==> src/rtl/sb_uart_rx_str.sv <==
// UART 8N1 string receiver: collects up to 16 bytes into a right-aligned 128-bit string.
// A message ends on the terminator byte, on a line-idle timeout, or on the 16th byte.
module sb_uart_rx_str #(
  parameter int         CLKS_PER_BIT = 434,
  parameter logic [7:0] TERM         = 8'h23,
  parameter int         IDLE_BITS    = 20
) (
  input  logic         clk,
  input  logic         rst,
  input  logic         rx,
  output logic [127:0] str,
  output logic [7:0]   str_len,
  output logic         done,
  output logic         busy,
  output logic         frame_err
);

  localparam logic [2:0] S_WAIT_HIGH = 3'd0;
  localparam logic [2:0] S_IDLE      = 3'd1;
  localparam logic [2:0] S_START     = 3'd2;
  localparam logic [2:0] S_DATA      = 3'd3;
  localparam logic [2:0] S_STOP      = 3'd4;

  localparam int IDLE_LIM = IDLE_BITS * CLKS_PER_BIT;
  localparam int BW       = $clog2(CLKS_PER_BIT);
  localparam int IW       = $clog2(IDLE_LIM);

  localparam logic [BW-1:0] BIT_LAST  = BW'(CLKS_PER_BIT - 1);
  localparam logic [BW-1:0] HALF_LAST = BW'(CLKS_PER_BIT / 2 - 1);
  localparam logic [IW-1:0] IDLE_LAST = IW'(IDLE_LIM - 1);

  logic          rx_m, rx_s;
  logic [2:0]    state;
  logic [BW-1:0] bit_cnt;
  logic [IW-1:0] idle_cnt;
  logic [2:0]    bit_idx;
  logic [7:0]    shreg;
  logic [127:0]  buf_q, buf_nxt;
  logic [4:0]    cnt, cnt_nxt;

  logic bit_tick, half_tick, stop_ok, stop_bad, is_term, byte_store, idle_to, finish;

  always_comb begin
    bit_tick   = (bit_cnt == BIT_LAST);
    half_tick  = (bit_cnt == HALF_LAST);
    stop_ok    = (state == S_STOP) && bit_tick && rx_s;
    stop_bad   = (state == S_STOP) && bit_tick && !rx_s;
    is_term    = (shreg == TERM);
    byte_store = stop_ok && !is_term;
    idle_to    = (state == S_IDLE) && rx_s && (cnt != 5'd0) && (idle_cnt == IDLE_LAST);
    // A byte shifted in on the finishing cycle is part of the reported string.
    finish     = (stop_ok && is_term && (cnt != 5'd0)) ||
                 (byte_store && (cnt == 5'd15)) || idle_to;
    buf_nxt    = byte_store ? {buf_q[119:0], shreg} : buf_q;
    cnt_nxt    = byte_store ? cnt + 5'd1 : cnt;
  end

  assign busy = (cnt != 5'd0) || (state == S_START) || (state == S_DATA) || (state == S_STOP);

  always_ff @(posedge clk or posedge rst) begin
    if (rst) begin
      rx_m      <= 1'b1;
      rx_s      <= 1'b1;
      state     <= S_WAIT_HIGH;
      bit_cnt   <= '0;
      idle_cnt  <= '0;
      bit_idx   <= '0;
      shreg     <= '0;
      buf_q     <= '0;
      cnt       <= '0;
      str       <= '0;
      str_len   <= '0;
      done      <= 1'b0;
      frame_err <= 1'b0;
    end else begin
      rx_m      <= rx;
      rx_s      <= rx_m;
      done      <= finish;
      frame_err <= stop_bad;
      if (finish) begin
        str     <= buf_nxt;
        str_len <= {3'b000, cnt_nxt};
        buf_q   <= '0;
        cnt     <= '0;
      end else begin
        buf_q   <= buf_nxt;
        cnt     <= cnt_nxt;
      end

      case (state)
        S_WAIT_HIGH: if (rx_s) state <= S_IDLE;
        S_IDLE: begin
          if (!rx_s) begin
            state    <= S_START;
            bit_cnt  <= '0;
            idle_cnt <= '0;
          end else if ((cnt != 5'd0) && !idle_to) begin
            idle_cnt <= idle_cnt + IW'(1);
          end else begin
            idle_cnt <= '0;
          end
        end
        S_START: begin
          if (half_tick) begin
            bit_cnt <= '0;
            bit_idx <= '0;
            state   <= rx_s ? S_IDLE : S_DATA;
          end else begin
            bit_cnt <= bit_cnt + BW'(1);
          end
        end
        S_DATA: begin
          if (bit_tick) begin
            bit_cnt <= '0;
            shreg   <= {rx_s, shreg[7:1]};
            if (bit_idx == 3'd7) state <= S_STOP;
            else bit_idx <= bit_idx + 3'd1;
          end else begin
            bit_cnt <= bit_cnt + BW'(1);
          end
        end
        S_STOP: begin
          // A low stop bit parks in WAIT_HIGH so a stuck-low line cannot start a frame.
          if (bit_tick) begin
            bit_cnt <= '0;
            state   <= rx_s ? S_IDLE : S_WAIT_HIGH;
          end else begin
            bit_cnt <= bit_cnt + BW'(1);
          end
        end
        default: state <= S_WAIT_HIGH;
      endcase
    end
  end

endmodule

==> config.mk <==
export PLATFORM = sky130hd
export DESIGN_NAME = sb_uart_rx_str
export DESIGN_NICKNAME = d
export VERILOG_FILES = /design/src/rtl/sb_uart_rx_str.sv
export SDC_FILE = /design/constraint.sdc
export NUM_CORES = 1
export LEC_CHECK = 0
export CAP_MARGIN = 5
export CORE_MARGIN = 2
export CORE_UTILIZATION = 55
export CTS_BUF_LIST = sky130_fd_sc_hd__clkbuf_4
export DETAILED_ROUTE_END_ITERATION = 6
export GPL_TIMING_DRIVEN = 0
export PLACE_DENSITY_LB_ADDON = 0.2
export SLEW_MARGIN = 25
export SYNTH_ARGS = -nofsm -noshare
export SYNTH_HDL_FRONTEND = slang
export SYNTH_SLANG_ARGS = --single-unit
==> constraint.sdc <==
create_clock -name clk -period 13.84 [get_ports clk]
set_input_delay 2.768 -clock clk [delete_from_list [all_inputs] [get_ports clk]]
set_output_delay 2.768 -clock clk [all_outputs]
set_load 0.03 [all_outputs]
Word-level counts from Yosys, hierarchy flattened
Index checks and enable logic that the tools add are counted.
{ "word_totals": {"ff_bits": 307, "out_inout_bits": 139} }
{ "op_classes": {"addsub": 4, "eq_ne": 17, "n_mux": 23, "reduce_logical": 28} }
{ "op_table": {"columns": ["cell", "n"], "rows": [
  ["$mux W128", 2],
  ["$mux W14", 2],
  ["$mux W3", 9],
  ["$mux W9", 3],
  ["$pmux W9 S3", 1],
  ["$pmux W3 S5", 1],
  ["$add A14 B1 Y14 const B", 1],
  ["$eq A14 B14 Y1 const B", 1],
  ["$ne A2 B2 Y1 const B", 6],
  ["$logic_and A1 B1 Y1", 11],
  ["$mux W5", 2],
  ["$add A9 B1 Y9 const B", 1],
  ["$eq A9 B8 Y1 const B", 1],
  ["$eq A9 B9 Y1 const B", 1],
  ["$eq A8 B6 Y1 const B", 1],
  ["$eq A3 B2 Y1 const B", 2],
  ["$eq A3 B3 Y1 const B", 2],
  ["$pmux W3 S2", 1],
  ["$reduce_and A6 Y1", 1],
  ["$add A5 B1 Y5 const B", 1],
  ["$eq A5 B4 Y1 const B", 1],
  ["$logic_or A1 B1 Y1", 5],
  ["$reduce_bool A5 Y1", 1],
  ["$reduce_and A2 Y1", 2],
  ["11 further kinds", 13]
]} }

Longest topological paths before layout
{ "depth": {"ltp_word": 8, "mapped_depth": 10} }

Worst setup path after synthesis
Ideal clock, no wire load.
{ "synth_path": {"path_kind": "register to output", "from": "reg cnt[0]", "to": "out busy", "t_arrival_ns": 1.734, "path_slack_ns": 9.338, "stages_incl_launch_ff": 5, "path_buffers": 0, "cell_sequence": "dfrtp_1 inv_1 ha_1 or4b_2 or3_1"} }
{ "synth_between": {"elab_chain_len": 4} }
{ "synth_rtl": {"columns": ["item", "line_no", "rtl"], "rows": [
  ["from (decl)", "39", "logic [4:0] cnt, cnt_nxt;"],
  ["from (signal assigned)", "87", "cnt <= cnt_nxt;"],
  ["$reduce_bool A5 Y1", "58", "assign busy = (cnt != 5'd0) || (state == S_START) || (state == S_DATA) || (state == S_STOP);"],
  ["$logic_or A1 B1 Y1 (3 in a row)", "58", null],
  ["to (decl)", "14", "output logic busy,"]
]} }
Every way passes these cells.

Worst setup path in the final report
Same ends and word-level chain as after synthesis.

==> results.md <==
* Status: finished clean
* Average size of a mapped cell at around 11 um^2
* Critical path data required time at roughly 11 ns
* Die Area at 23600 um^2
* Post-synthesis mux area share at a little under an eighth
* Simple-gate share of the synthesized area at between 10% and 20%
* Post-CTS Setup Repair Bufs at 0
* Worst r2r src: bit_cnt[1]
* Period Utilization, post-route at about 42%
* Flop-to-flop setup slack at about 11 ns
* Post-Route WL at 27800 um
* First-pass GRT wire length at approximately 45000 um
* Crit end category: output pin
* CP Launch Point: cnt[0]
* Clk_lat worst skew at around 0.67 ns
* Min Clock Period, post-route at a little under 6 ns
* Max Fclk at around 170 MHz
* Adder-Cell Fraction of Synth Area at less than 1%
* Multi-input gate area at a little over 4000 um^2
* DIE WIDTH at around 150 um
* Initial antenna violation count at 1
* Initial DRC count at 570
* Yosys warning count at 0
* GRT Overall Usage at 24.0%
* Pwr per Cell Area at about 110 nW/um^2
* Cts hold-fix bufs at 0
* Worst slew pin tran at 0.744 ns
* Row count at between 50 and 60
* Synthesized cell area at 12300 um^2
* Max VDD drop at around 0.08 mV
* Compound-gate portion of the synthesized area at between 8 and 9%
* Gpl congestion at a little under 0.9
* Sequential share of the synthesized area at around 62%
* Hold EP: rx_s
* Post-route ant nets at 0
* CP Class: reg -> out
* DPL Wire Length at 19200 um
* Ys async rst share at 100%
* Clock Skews at around 0.025 ns
* Drt via density at 5.41
* Fill count at between 1.5k and 2k
* Register-to-Register Path Depth at 9
* CP max-delay cell: or4b_2
* Pre-CTS setup slack at 8.71 ns
* Core Box Area at between 20000 and 25000 um^2
* HP Start: rx_m
* Number of detailed-route iterations in the first pass at 5
* Via count at between 8k and 9k
* Vias in the first global route at around 8.7k
* Fin nets at between 1k and 1.5k
* Relative slew slack at between 50% and 60%
* Post-synth EDFFs at 0
* Worst path max stage delay at ~0.68 ns
* Clk sinks at slightly above 300
* Max Slew Vio Count at 0
* Final setup violation count at 0
* Largest family of logic cells by synthesized area: simple AND/OR/NAND/NOR gates
* Global route total overflow at 0
* Mapped Cells at roughly 1.1k
* Largest net degree at the start of global routing at 99
* Io pins at 142
* Maximum root-to-sink buffer count at 3
* CTS root buffer: clkbuf_4
* RR Endpoint: str[82]
* RSZ-0062 raised after global routing: false
* Largest fanout on the critical path at 5
* H-tree Lvls at 3
* Distinct cell type count after synthesis at 53
* Reg area at between 7000 and 8000 um^2
* DR WL/cell at ~17 um
* CTS buffer count at 76
* Min-delay worst type: reg -> reg
* Initial Util at around 56%
* Worst-path clk slew at 0.07 ns
* Cell Chain, Critical Path: inv_1 -> ha_1 -> or4b_2 -> or3_1 -> clkdlybuf4s50_1
* Hold Vio Cnt, Final at 0
* Leakage at just over 7 nW
* Post_cts resized at 0
* Max-cap violations at 0
* Final worst slack at ~8 ns
* Xor/xnor share of the synthesized area at less than 1%
* Most frequently used flop master after synthesis: dfrtp_1
* CTS tree: done
* Remaining DRCs at 0
* Hold Path Stages at 0
* Number of synthesized register bits at between 300 and 400
* Final core occ at 68.9%
* Synthesis-to-finish area growth at 22.4%
* CP startpoint kind: flop
* PortBufs at ~140
* Fraction of layout cells with a size suffix above 1 at about 15%
* Chip Height at roughly 150 um
* Worst path arrival time at 3.05 ns
## cells in the final DEF (no fill, tap or decap), types with 5 or more instances in the layout
master,instances
and3_1,5
nand3_1,7
clkdlybuf4s50_1,138
or3_1,9
a21oi_1,145
clkbuf_4,106
inv_1,16
ha_1,9
a21o_1,6
buf_4,29
mux2_2,10
o21ai_0,19
clkinv_1,9
nor2_1,272
nand2_1,22
dfrtp_1,305
mux2i_1,133
nand4_1,7
nor4_1,6
nor3_1,6
buf_2,33
nor3b_1,5
## through the flow
| stage | std cells | TNS, ns | hold slack, ns | cell area (um^2) | total power [mW] |
|---|---|---|---|---|---|
| floorplan | 1096 | 0 | 0.345 | 12300 | 0.989 |
| CTS | 1642 | 0 | 0.350 | 15100 | 1.75 |
| finish | 1643 | 0 | 0.349 | 15100 | 1.73 |
| detailed placement | 1517 | 0 | 0.347 | 14100 | 1.01 |
| global placement | 1514 | -274.71 | 0.346 | 14100 | 1.00 |
| global route | 1643 | 0 | 0.352 | 15100 | 1.81 |
## worst max-delay path, delay by kind of cell, from the launching register on
| family | cells | cell delay, ns |
|---|---|---|
| and+or+nand+nor | 2 | 1.10 |
| buffers and inverters | 2 | 0.68 |
| DFF | 1 | 0.44 |
| adders and majority gates | 1 | 0.17 |
## layout make-up
| cell class | count | area share, % |
|---|---|---|
| flip-flops and latches | 307 | 51.0 |
| multi-input cells | 703 | 27.5 |
| repair buffers | 141 | 9.71 |
| clock buffers | 106 | 5.28 |
| plain buffers | 69 | 2.82 |
| well taps | 280 | 2.32 |
| clock inverters | 19 | 0.905 |
| inverters | 17 | 0.473 |
| diodes | 1 | 0.0166 |
## report_power, final
| part | leakage, nW | total [mW] | switching (mW) | internal (mW) |
|---|---|---|---|---|
| Clock | 0.559 | 0.740 | 0.350 | 0.390 |
| Sequential | 4.27 | 0.920 | 0.0125 | 0.908 |
| Combinational | 2.45 | 0.0719 | 0.0466 | 0.0253 |
| Total | 7.27 | 1.73 | 0.409 | 1.32 |
## sequential cells by signal, summed over array words and instances (netlist names)
name,flops
buf_q,128
bit_cnt,9
frame_err,1
done,1
rx_s,1
cnt,5
str,128
idle_cnt,14
bit_idx,3
shreg,8
str_len,5
rx_m,1
state,3
## logic make-up after synthesis
family	after synthesis
xor+xnor	3
other cells	1
buf+inv	86
compound gates	187
fa+ha+maj	9
simple gates	358
flops	307
mux	143
## Yosys cell counts (2+ instances only)
cell       number  area (um^2)
dfrtp_1       305         7630
nand2_1        22         82.6
nor4_1          6         37.5
o221ai_1        2         17.5
buf_2          33          165
inv_1          17         63.8
ha_1            9          113
a21oi_1       145          726
or4_1           2         15.0
or3_1           9         56.3
nor4b_1         2         17.5
buf_4          29          218
dfstp_2         2         52.6
nand3_1         7         35.0
nand4_1         7         43.8
buf_6           2         22.5
nor2_1        272         1020
mux2_2         10          113
o21ai_0        19         95.1
nor3_1          6         30.0
mux2i_1       133         1330
nor3b_1         5         37.5
and3_1          5         31.3
xor2_1          2         17.5
clkbuf_1        4         15.0
nand4bb_1       2         22.5
or4b_2          2         20.0
a22o_1          4         35.0
a21o_1          6         45.0
o22ai_1         2         12.5
## how the worst max path moves through the flow
stage            endpoint  cells after the start
3_3_place_gp      str[26]                      2
5_1_grt              busy                      5
4_1_cts              busy                      5
2_1_floorplan  bit_cnt[0]                      1
3_5_place_dp         busy                      5
6_report             busy                      5
## metal layers
layer | vias to the layer above | global-route usage [%] | wire (um)
li1 | 4207 | - | -
met1 | 4389 | 35.4 | 13000
met2 | 232 | 35.0 | 12600
met3 | 57 | 5.21 | 1470
met4 | 0 | 9.39 | 701
met5 | - | 0 | 0
Note: power is estimated with default switching activity, not from simulation.
